--- src/rtl/fib_sweep_if.sv ---
// Handshake bundle between the sweep sequencer and its detector/host side.
// master = sequencer, slave = detector stub / host.
interface fib_sweep_if #(
  parameter int WIDTH = 4
);
  localparam int N = 1 << WIDTH;

  logic             start;
  logic             det_out;
  logic [WIDTH-1:0] det_in;
  logic             busy;
  logic             done;
  logic [N-1:0]     mask;
  logic [WIDTH:0]   hit_count;

  modport master (
    input  start,
    input  det_out,
    output det_in,
    output busy,
    output done,
    output mask,
    output hit_count
  );

  modport slave (
    output start,
    output det_out,
    input  det_in,
    input  busy,
    input  done,
    input  mask,
    input  hit_count
  );
endinterface

--- src/rtl/fib_sweep_driver.sv ---
// Sweeps every detector code, waits SETTLE cycles per code, then captures
// the 1-bit result into a membership mask and hit count.
module fib_sweep_driver #(
  parameter int WIDTH  = 4,
  parameter int SETTLE = 1
) (
  input logic        clk,
  input logic        rst,
  fib_sweep_if.master sw
);
  localparam int N  = 1 << WIDTH;
  localparam int CW = (SETTLE < 2) ? 1 : $clog2(SETTLE + 1);
  localparam logic [CW-1:0]    CLAST = CW'(SETTLE - 1);
  localparam logic [WIDTH-1:0] DLAST = WIDTH'(N - 1);

  typedef enum logic [1:0] {
    S_IDLE,
    S_DRIVE,
    S_SAMPLE,
    S_DONE
  } st_t;

  st_t              state;
  logic [CW-1:0]    cnt;
  logic [WIDTH-1:0] det_in;
  logic [N-1:0]     mask;
  logic [WIDTH:0]   hits;
  logic             busy;
  logic             done;

  always_ff @(posedge clk or posedge rst) begin
    if (rst) begin
      state  <= S_IDLE;
      cnt    <= '0;
      det_in <= '0;
      mask   <= '0;
      hits   <= '0;
      busy   <= 1'b0;
      done   <= 1'b0;
    end else begin
      done <= 1'b0;
      unique case (state)
        S_IDLE: begin
          if (sw.start) begin
            det_in <= '0;
            mask   <= '0;
            hits   <= '0;
            cnt    <= '0;
            busy   <= 1'b1;
            state  <= S_DRIVE;
          end
        end
        S_DRIVE: begin
          cnt <= cnt + 1'b1;
          if (cnt == CLAST)
            state <= S_SAMPLE;
        end
        S_SAMPLE: begin
          mask[det_in] <= sw.det_out;
          hits <= hits + {{WIDTH{1'b0}}, sw.det_out};
          // det_in only moves here, so each code gets SETTLE full cycles
          if (det_in == DLAST) begin
            busy  <= 1'b0;
            done  <= 1'b1;
            state <= S_DONE;
          end else begin
            det_in <= det_in + 1'b1;
            cnt    <= '0;
            state  <= S_DRIVE;
          end
        end
        S_DONE: begin
          state <= S_IDLE;
        end
        default: begin
          state <= S_IDLE;
        end
      endcase
    end
  end

  assign sw.det_in    = det_in;
  assign sw.busy      = busy;
  assign sw.done      = done;
  assign sw.mask      = mask;
  assign sw.hit_count = hits;
endmodule

--- src/flat_wrapper.sv ---
// flat-port wrapper written by rule: the top's interface ports become plain ports
module fib_sweep_driver_flat 
#(
  parameter int WIDTH  = 4,
  parameter int SETTLE = 1
)
  (clk, rst, sw_start, sw_det_out, sw_det_in, sw_busy, sw_done, sw_mask, sw_hit_count);
  fib_sweep_if #(.WIDTH(WIDTH)) sw_i ();
  input logic clk;
  input logic rst;
  input wire logic [$bits(sw_i.start)-1:0] sw_start;
  input wire logic [$bits(sw_i.det_out)-1:0] sw_det_out;
  output wire logic [$bits(sw_i.det_in)-1:0] sw_det_in;
  output wire logic [$bits(sw_i.busy)-1:0] sw_busy;
  output wire logic [$bits(sw_i.done)-1:0] sw_done;
  output wire logic [$bits(sw_i.mask)-1:0] sw_mask;
  output wire logic [$bits(sw_i.hit_count)-1:0] sw_hit_count;
  assign sw_i.start = sw_start;
  assign sw_i.det_out = sw_det_out;
  assign sw_det_in = sw_i.det_in;
  assign sw_busy = sw_i.busy;
  assign sw_done = sw_i.done;
  assign sw_mask = sw_i.mask;
  assign sw_hit_count = sw_i.hit_count;
  fib_sweep_driver #(.WIDTH(WIDTH), .SETTLE(SETTLE)) u_core (.clk(clk), .rst(rst), .sw(sw_i));
endmodule
--- config.mk ---
export PLATFORM = sky130hd
export DESIGN_NAME = fib_sweep_driver_flat
export DESIGN_NICKNAME = d
export VERILOG_FILES = /design/src/rtl/fib_sweep_if.sv /design/src/rtl/fib_sweep_driver.sv /design/src/flat_wrapper.sv
export SDC_FILE = /design/constraint.sdc
export NUM_CORES = 1
export LEC_CHECK = 0
export CAP_MARGIN = 40
export CORE_MARGIN = 2
export CORE_UTILIZATION = 45
export CTS_CLUSTER_DIAMETER = 50
export CTS_CLUSTER_SIZE = 8
export DETAILED_ROUTE_END_ITERATION = 16
export PLACE_DENSITY = 0.79
export SYNTH_ARGS = -nofsm -noshare
export SYNTH_HDL_FRONTEND = slang
export SYNTH_SLANG_ARGS = --single-unit
--- constraint.sdc ---
create_clock -name clk -period 1.35 [get_ports clk]
set_clock_uncertainty 0.15 [all_clocks]
set_input_delay 0.27 -clock clk [delete_from_list [all_inputs] [get_ports clk]]
set_output_delay 0.27 -clock clk [all_outputs]
set_load 0.005 [all_outputs]
== After elaboration in Yosys (flattened, before gate mapping) ==
Index checks and enable logic that the tools add are counted.
Widths: inputs -> output; s select.
Cells by class
  add/subtract/negate cells: 3
  magnitude comparators: 2
  mux-type cells: 22
  eq/ne operators: 8
  reductions and logical operators: 9
Operators by type and width (number)
  $pmux 16 s2: 1
  $bwmux 16: 1
  $mux 16: 1
  $pmux 5 s2: 1
  $reduce_and 3->1: 3
  $mux 4: 2
  $pmux 2 s4: 1
  $pmux 4 s2: 1
  $mux 1: 7
  $mux 2: 3
  $ne 2x2->1 const B: 3
  $add 5x1->5: 1
  $lt 4x5->1 const B: 1
  $mux 5: 1
  $add 4x1->4 const B: 1
  $demux 1 s4: 1
  $eq 2x2->1 const B: 2
  $eq 4x4->1 const B: 1
  $ge 4x1->1 const B: 1
  $reduce_and 2->1: 2
  $pmux 1 s3: 1
  $reduce_bool 3->1: 1
  $eq 2x1->1 const B: 1
  $logic_not 2->1: 1
  other kinds (5): 5
Word-level totals
  register bits: 30
  logic and storage cells: 51
  output and inout bits: 27
  input port bits: 4

== Logic depth before layout (Yosys ltp) ==
Gate-level depths: netlist of the first run.
  depth after elaboration: 6
  mapped depth: 5
  gate-level depth less buffers: 5

== Least setup slack after synthesis of the first run ==
Ideal clock, no wire load.
  kind: register -> register
  start: register u_core.hits[0] (netlist: u_core.sw.hit_count[0])
  end: register u_core.hits[2] (netlist: u_core.sw.hit_count[2])
  arrival: 1212 ps
  buffers on the path: 0
  clock period less this slack: 1483 ps
  library setup time: 121 ps
  stages on the path, launching flop included: 5
  data required time: 1079 ps
  slack: -133 ps
  cells stage by stage: dfrtp_1 > ha_1 > ha_1 > mux2_2 > a22o_1
Between the ends
  cells in the longest elaborated chain, start to end: 2
RTL lines
  start: declaration: RTL line fib_sweep_driver.sv:27  | logic [WIDTH:0] hits;
  start signal: assignment: RTL line fib_sweep_driver.sv:60  | hits <= hits + {{WIDTH{1'b0}}, sw.det_out};
  $add 5x1->5: RTL line fib_sweep_driver.sv:60
  $pmux 5 s2: RTL line fib_sweep_driver.sv:42  | unique case (state)
Every way passes these cells.
A chain may end at the register's enable or synchronous reset.

== Worst setup path in the final report of the first run ==
  start: register u_core.det_in[0] (netlist: u_core.sw.det_in[0])
  end: register u_core.mask[6] (netlist: u_core.sw.mask[6])
Between the ends
  cells in the longest elaborated chain, start to end: 6
  elaborated cells between the ends (all ways): 7
  classes of those cells: order compare: 2; mux: 4; reduce/logical: 1
RTL lines
  start: declaration: RTL line fib_sweep_driver.sv:25  | logic [WIDTH-1:0] det_in;
  start signal: assignment: RTL line fib_sweep_driver.sv:67  | det_in <= det_in + 1'b1;
  $lt 4x5->1 (not written as such) or $ge 4x1->1 (tied branches): RTL line fib_sweep_driver.sv:59  | mask[det_in] <= sw.det_out;
  $logic_and 1x1->1 (not written as such): RTL line fib_sweep_driver.sv:59
  $mux 1 (not written as such): RTL line fib_sweep_driver.sv:59
  $demux 1 s4 (*)
  $bwmux 16 (*): RTL line fib_sweep_driver.sv:59
  $pmux 16 s2 (*): RTL line fib_sweep_driver.sv:42
  end signal: indexed assignment: RTL line fib_sweep_driver.sv:59
  end: declaration: RTL line fib_sweep_driver.sv:26  | logic [N-1:0] mask;
Mark *: on every way between the ends. The rest lies on a longest branch, timed or not.

==> results.yml, run 1 <==
layout:
  multiInputGateArea_um2: 893
  area_growth_syn_to_layout_pct: 70.1
  ff_latch_area_um2: 754
  final_common_cell: "buf_4"
  layout_common_cells: "buf_4 (44), dfrtp_1 (27), clkbuf_2 (16), buf_6 (13)"
  diodes: 0
  drive_above_1_share_pct: 61.1
  fillCellCount: 187
  final_cells: 260
  nets: 226
  fin_area_um2: 2530
job:
  maxCapViolCount: 0
sta:
  maxSlewViolCount: 0
  fin_crit_ns: 1.66
  hold_viol_final: 0
  finalSetupViolCount: 29
  holdWs_ns: 0.115
  post-route-period-util_pct: 123
  max_freq_mhz: 601
  relSlewSlack_pct: 58.3
  setup_slack_ns: -0.314
  rsz0062_at_grt: "yes"
  tightest_slew_ns: 0.625
global_route:
  gr-total-overflow: 0
  grt_use_total_pct: 24.7
  antenna_found_initial: 0
  grt_first_pass_wirelength_um: 6680
  grt_pass1_vias: 1420
  grt_max_degree: 31
routing:
  remaining_drc_errors: 0
  drt_iter0_drc: 85
  vias: 1477
  drt-total-wl_um: 4850
  wl_per_cell_um: 18.7
  dr.pass1.iters: 4
  antenna_left: 0
  avgViaCountPerCell: 5.68
placed_design:
  pre_cts_slack_ns: -0.573
  portBuffers: 30
  place_area_um2: 2030
  dp_cells: 216
  place_congestion: 0.864
  hpwl_um: 2460
floorplan:
  rows: 20
  die-area_um2: 3790
  boundaryPins: 31
  die_w_um: 61.5
  die_y_um: 61.5
  core-area_um2: 3100
  initial_utilization_pct: 48.0
critical_path:
  crit_required_ns: 1.39
  start_kind: "register"
  crit_slowest_cell: "dfrtp_2"
  crit_path_end_kind: "register"
  path_max_fanout: 8
  crit_arrival_ns: 1.71
  path_cells: "buf_12 > inv_8 > ha_4 > nand3b_4 > o211ai_1 > o31ai_1"
  reg2regPathDepth: 6
  critPathMaxStageDelay_ns: 0.43
  crit_type: "reg2reg"
synthesis:
  avgSynthCellArea_um2: 11.6
  ys_types: 33
  syn_nets: 138
  ys_ff_latch: 30
  synth_warnings: 0
  synthCells: 128
  synth-seq-area-share_pct: 50.4
  synth_area_um2: 1490
clock_network:
  htreeDepth: 2
  clk_pin_slew_ns: 0.10
  cts_sinks: 30
  worst_skew_pair.late_latency_ns: 0.34
  clk_path_buf_depth: 2
  clockRootBuffer: "clkbuf_4"
  numCtsBuffers: 5
  cts_tree: "done"
power_and_ir_drop:
  p_leak_nw: 1.29
  vdd_drop_max_uv: 1180
  powerDensity_nw_per_um2: 1570
  finalPower_mw: 3.98
run_status:
  violations: "setup timing"
  status: "complete, but fails checks"
min_path:
  hold_class: "in2async"
## power breakdown
group	internal (mW)	switching, mW	total [mW]
registers	1.03	0.105	1.14
clock network	0.431	0.330	0.761
logic	1.15	0.936	2.08
## through the flow
step,TNS (ns),util (%)
3_3_place_gp,-9.99,65.3
5_1_grt,-6.51,81.7
2_1_floorplan,-1.26,-
3_5_place_dp,-10.96,65.3
6_report,-5.02,81.7
4_1_cts,-3.25,77.9
## logic make-up after synthesis
logic type | Yosys count | synth area share (%)
AOI/OAI and AO/OA | 41 | 21.5
and+or+nand+nor | 30 | 13.4
DFF | 30 | 50.4
buffers and inverters | 14 | 5.12
adders and majority gates | 6 | 5.04
muxes | 4 | 2.77
xor gates and xnor gates | 3 | 1.76
## state kept, by name, summed over array words and instances (netlist names)
| name | count |
|---|---|
| u_core.sw.mask | 16 |
| u_core.sw.busy | 1 |
| u_core.cnt | 1 |
| u_core.sw.det_in | 4 |
| u_core.sw.hit_count | 5 |
| u_core.sw.done | 1 |
| u_core.state | 2 |
## metal layers
| layer | global-route usage (%) | wire length [um] |
|---|---|---|
| met1 | 30.3 | 1850 |
| met2 | 41.7 | 2600 |
| met3 | 5.46 | 262 |
| met4 | 10.6 | 133 |
| met5 | 0 | 0 |
## layout make-up
cell class                      count  area share [%]
Timing Repair Buffer               91            28.6
Clock buffer                        6            2.02
Clock inverter                      1            1.18
Sequential cell                    30            29.8
Tap cell                           44            2.17
Multi-Input combinational cell     84            35.2
Inverter                            4           0.987
## worst max-delay path, delay by kind of cell (launching register included)
kind,cells,cell delay (ns)
AOI/OAI and AO/OA,2,0.45
adders and majority gates,1,0.13
buffers and inverters,2,0.19
DFF,1,0.43
and+or+nand+nor,1,0.15
## repair_timing
| item | in CTS | in global routing |
|---|---|---|
| resized for setup | 114 | 32 |
| pin swaps | 12 | 8 |
| gates cloned | 1 | 2 |
| endpoints found under the setup margin | 55 | 45 |
| buffers inserted | 25 | 10 |
| hold buffers | 0 | 0 |
## Yosys cell counts, drive strengths merged
library cell / count / share of area (%)
dfrtp: 30 / 50
o31ai: 12 / 6.0
o211ai: 11 / 5.5
buf: 9 / 3.9
nand2: 7 / 1.8
ha: 6 / 5.0
nand3: 6 / 2.0
a22o: 5 / 2.9
nand3b: 5 / 4.1
inv: 4 / 1.0
o311ai: 4 / 2.4
o41ai: 4 / 2.4
mux2i: 3 / 2.0
nand2b: 3 / 1.3
nor2: 3 / 0.92
nand4: 2 / 0.84
nor2b: 2 / 1.3
o21ai: 2 / 0.67
or3b: 2 / 1.2
xor2: 2 / 1.2
a21o: 1 / 0.50
clkbuf: 1 / 0.25
mux2: 1 / 0.76
o21bai: 1 / 0.50
o2bb2ai: 1 / 0.59
xnor2: 1 / 0.59
## final timing paths
path                                     start                     end  slack, ns
setup reg to reg           u_core.sw.det_in[0]       u_core.sw.mask[6]      -0.31
hold / removal                             rst       u_core.sw.mask[0]       0.12
max in group asynchronous                  rst     u_core.sw.det_in[3]       0.75
setup / recovery           u_core.sw.det_in[0]       u_core.sw.mask[6]      -0.31
min in group clk                    sw_det_out  u_core.sw.hit_count[0]       0.36
hold reg to reg                 u_core.sw.busy          u_core.sw.busy       0.36
Power figures use the tool's default switching activity.
==> run 2: changes to the inputs <==
--- a/config.mk
+++ b/config.mk
@@ -8,7 +8,6 @@
 export CAP_MARGIN = 40
 export CORE_MARGIN = 2
 export CORE_UTILIZATION = 45
-export CTS_CLUSTER_DIAMETER = 50
 export CTS_CLUSTER_SIZE = 8
 export DETAILED_ROUTE_END_ITERATION = 16
 export PLACE_DENSITY = 0.79
==> results of run 2 <==
Final layout, timing and power as in run 1 (identical DEF).
==> run 3: changes to the inputs <==
--- a/config.mk
+++ b/config.mk
@@ -8,8 +8,10 @@
 export CAP_MARGIN = 40
 export CORE_MARGIN = 2
 export CORE_UTILIZATION = 45
+export CTS_CLUSTER_DIAMETER = 80
 export CTS_CLUSTER_SIZE = 8
 export DETAILED_ROUTE_END_ITERATION = 16
+export MAX_ROUTING_LAYER = met4
 export PLACE_DENSITY = 0.79
 export SYNTH_ARGS = -nofsm -noshare
 export SYNTH_HDL_FRONTEND = slang
==> results.yml, run 3 (synthesis results as in run 1) <==
critical_path:
  crit_required_ns: 1.40
  critPathTopFamily: "compound AO/OA/AOI/OAI gates"
  reg2regPathDepth: 5
  cp-endpoint: "u_core.sw.mask[3]"
  path_cells: "buf_6 > ha_2 > nand3b_4 > o311ai_4 > o41ai_1"
  crit_slowest_cell: "dfrtp_1"
  crit_type: "reg2reg"
  r2r_slack_ns: -0.25
  crit_path_end_kind: "register"
  crit_cells: 5
  reg2reg_from: "u_core.sw.det_in[1]"
  reg2reg_to: "u_core.sw.mask[3]"
  critical_path.startpoint: "u_core.sw.det_in[1]"
  crit_arrival_ns: 1.66
  path_max_fanout: 8
  crit_buf_inv: 1
  start_kind: "register"
  critPathMaxStageDelay_ns: 0.38
layout:
  layout_common_cells: "buf_4 (43), dfrtp_1 (27), clkbuf_2 (16), buf_6 (12)"
  area_growth_syn_to_layout_pct: 66.7
  regMostFlops: "u_core.sw.mask"
  fillCellCount: 201
  utilization_pct: 80.0
  largest_reg_flops: 16
  diodes: 0
  final_common_cell: "buf_4"
  final_cells: 257
  nets: 223
  drive_above_1_share_pct: 60.1
sta:
  maxSlewViolCount: 0
  post-route-period-util_pct: 119
  finalSetupViolCount: 29
  holdWs_ns: 0.116
  relSlewSlack_pct: 60.0
  fin_crit_ns: 1.60
  rsz0062_at_grt: "yes"
  tightest_slew_ns: 0.600
  max_freq_mhz: 624
  hold_viol_final: 0
  setup_slack_ns: -0.253
routing:
  wl_per_cell_um: 17.9
  remaining_drc_errors: 0
  antenna_left: 0
  avgViaCountPerCell: 5.70
  drt-total-wl_um: 4600
  drt_iter0_drc: 61
  dr.pass1.iters: 4
  vias: 1465
power_and_ir_drop:
  finalPower_mw: 3.88
  vdd_drop_max_uv: 1180
  powerDensity_nw_per_um2: 1560
  p_leak_nw: 1.26
placed_design:
  portBuffers: 30
  dp_cells: 216
  place_congestion: 0.878
  pre_cts_slack_ns: -0.573
  hpwl_um: 2460
run_status:
  status: "complete, but fails checks"
  violations: "setup timing"
job:
  maxCapViolCount: 0
clock_network:
  worst_skew_pair.late_latency_ns: 0.34
  cts_sinks: 30
  htreeDepth: 2
  ctsHoldBuffers: 0
  cts_tree: "done"
  clk_path_buf_depth: 2
  numCtsBuffers: 5
  clk_pin_slew_ns: 0.10
  clockRootBuffer: "clkbuf_4"
floorplan:
  boundaryPins: 31
  rows: 20
  die_y_um: 61.5
  initial_utilization_pct: 48.0
  die-area_um2: 3790
  die_w_um: 61.5
  core-area_um2: 3100
global_route:
  grt_pass1_vias: 1413
  antenna_found_initial: 0
  grt_first_pass_wirelength_um: 6700
  grt_max_degree: 31
  gr-total-overflow: 0
  grt_use_total_pct: 25.6
min_path:
  hold_class: "in2async"
## run 3: cell count changes in the layout (fill, tap and decap cells not counted)
cell / before / now
buf_6: 13 / 12
buf_4: 44 / 43
o41ai_2: 3 / 2
o41ai_1: 1 / 2
clkbuf_16: 1 / 0
## run 3: power by group
group          switching [mW]  internal, mW  total [mW]
clock                   0.328         0.431       0.759
combinational           0.899          1.08        1.98
sequential              0.105          1.03        1.14
## run 3: cell type report
| cell class | instances | area [um2] | area share, % |
|---|---|---|---|
| tap | 44 | 55.1 | 2.22 |
| multi-input combinational | 84 | 886 | 35.7 |
| clock buffer | 6 | 51.3 | 2.07 |
| clock inverter | 1 | 30.0 | 1.21 |
| sequential | 30 | 754 | 30.4 |
| inverter | 4 | 25.0 | 1.01 |
| timing repair buffer | 88 | 682 | 27.5 |
## run 3: tightest hold or removal path: cells and delay by family
kind	cells	cell delay, ns
buffers and inverters	3	0.69
## run 3: metal layers
layer	global-route usage, %	share of wire [%]	vias to the layer above
li1	-	-	659
met1	30.5	39	734
met2	41.7	53	60
met3	5.88	5.6	12
met4	10.6	2.0	0
met5	-	0	-
## run 3: metrics by stage
stage                     cell area (um2)  setup TNS (ns)
after floorplan                      1540           -1.26
after global placement               2030           -9.99
after detailed placement             2030          -10.96
after CTS                            2420           -3.25
after global routing                 2480           -6.50
final                                2480           -4.84
## run 3: worst min-delay path by stage
| stage | end | from | depth (start not counted) |
|---|---|---|---|
| 3_3_place_gp | u_core.sw.hit_count[4] | u_core.sw.hit_count[4] | 1 |
| 3_5_place_dp | u_core.sw.hit_count[4] | u_core.sw.hit_count[4] | 1 |
| 4_1_cts | u_core.sw.hit_count[2] | rst | 3 |
| 5_1_grt | u_core.sw.mask[0] | rst | 3 |
| 2_1_floorplan | u_core.cnt | rst | 1 |
| 6_report | u_core.sw.mask[0] | rst | 3 |
## run 3: repair_timing
item                       4_1_cts  5_1_grt
setup endpoints to repair       55       45
resized for setup              114       31
cloned                           1        0
setup buffers                   25        9
hold endpoints to repair         0        0
pin swaps                       12        7
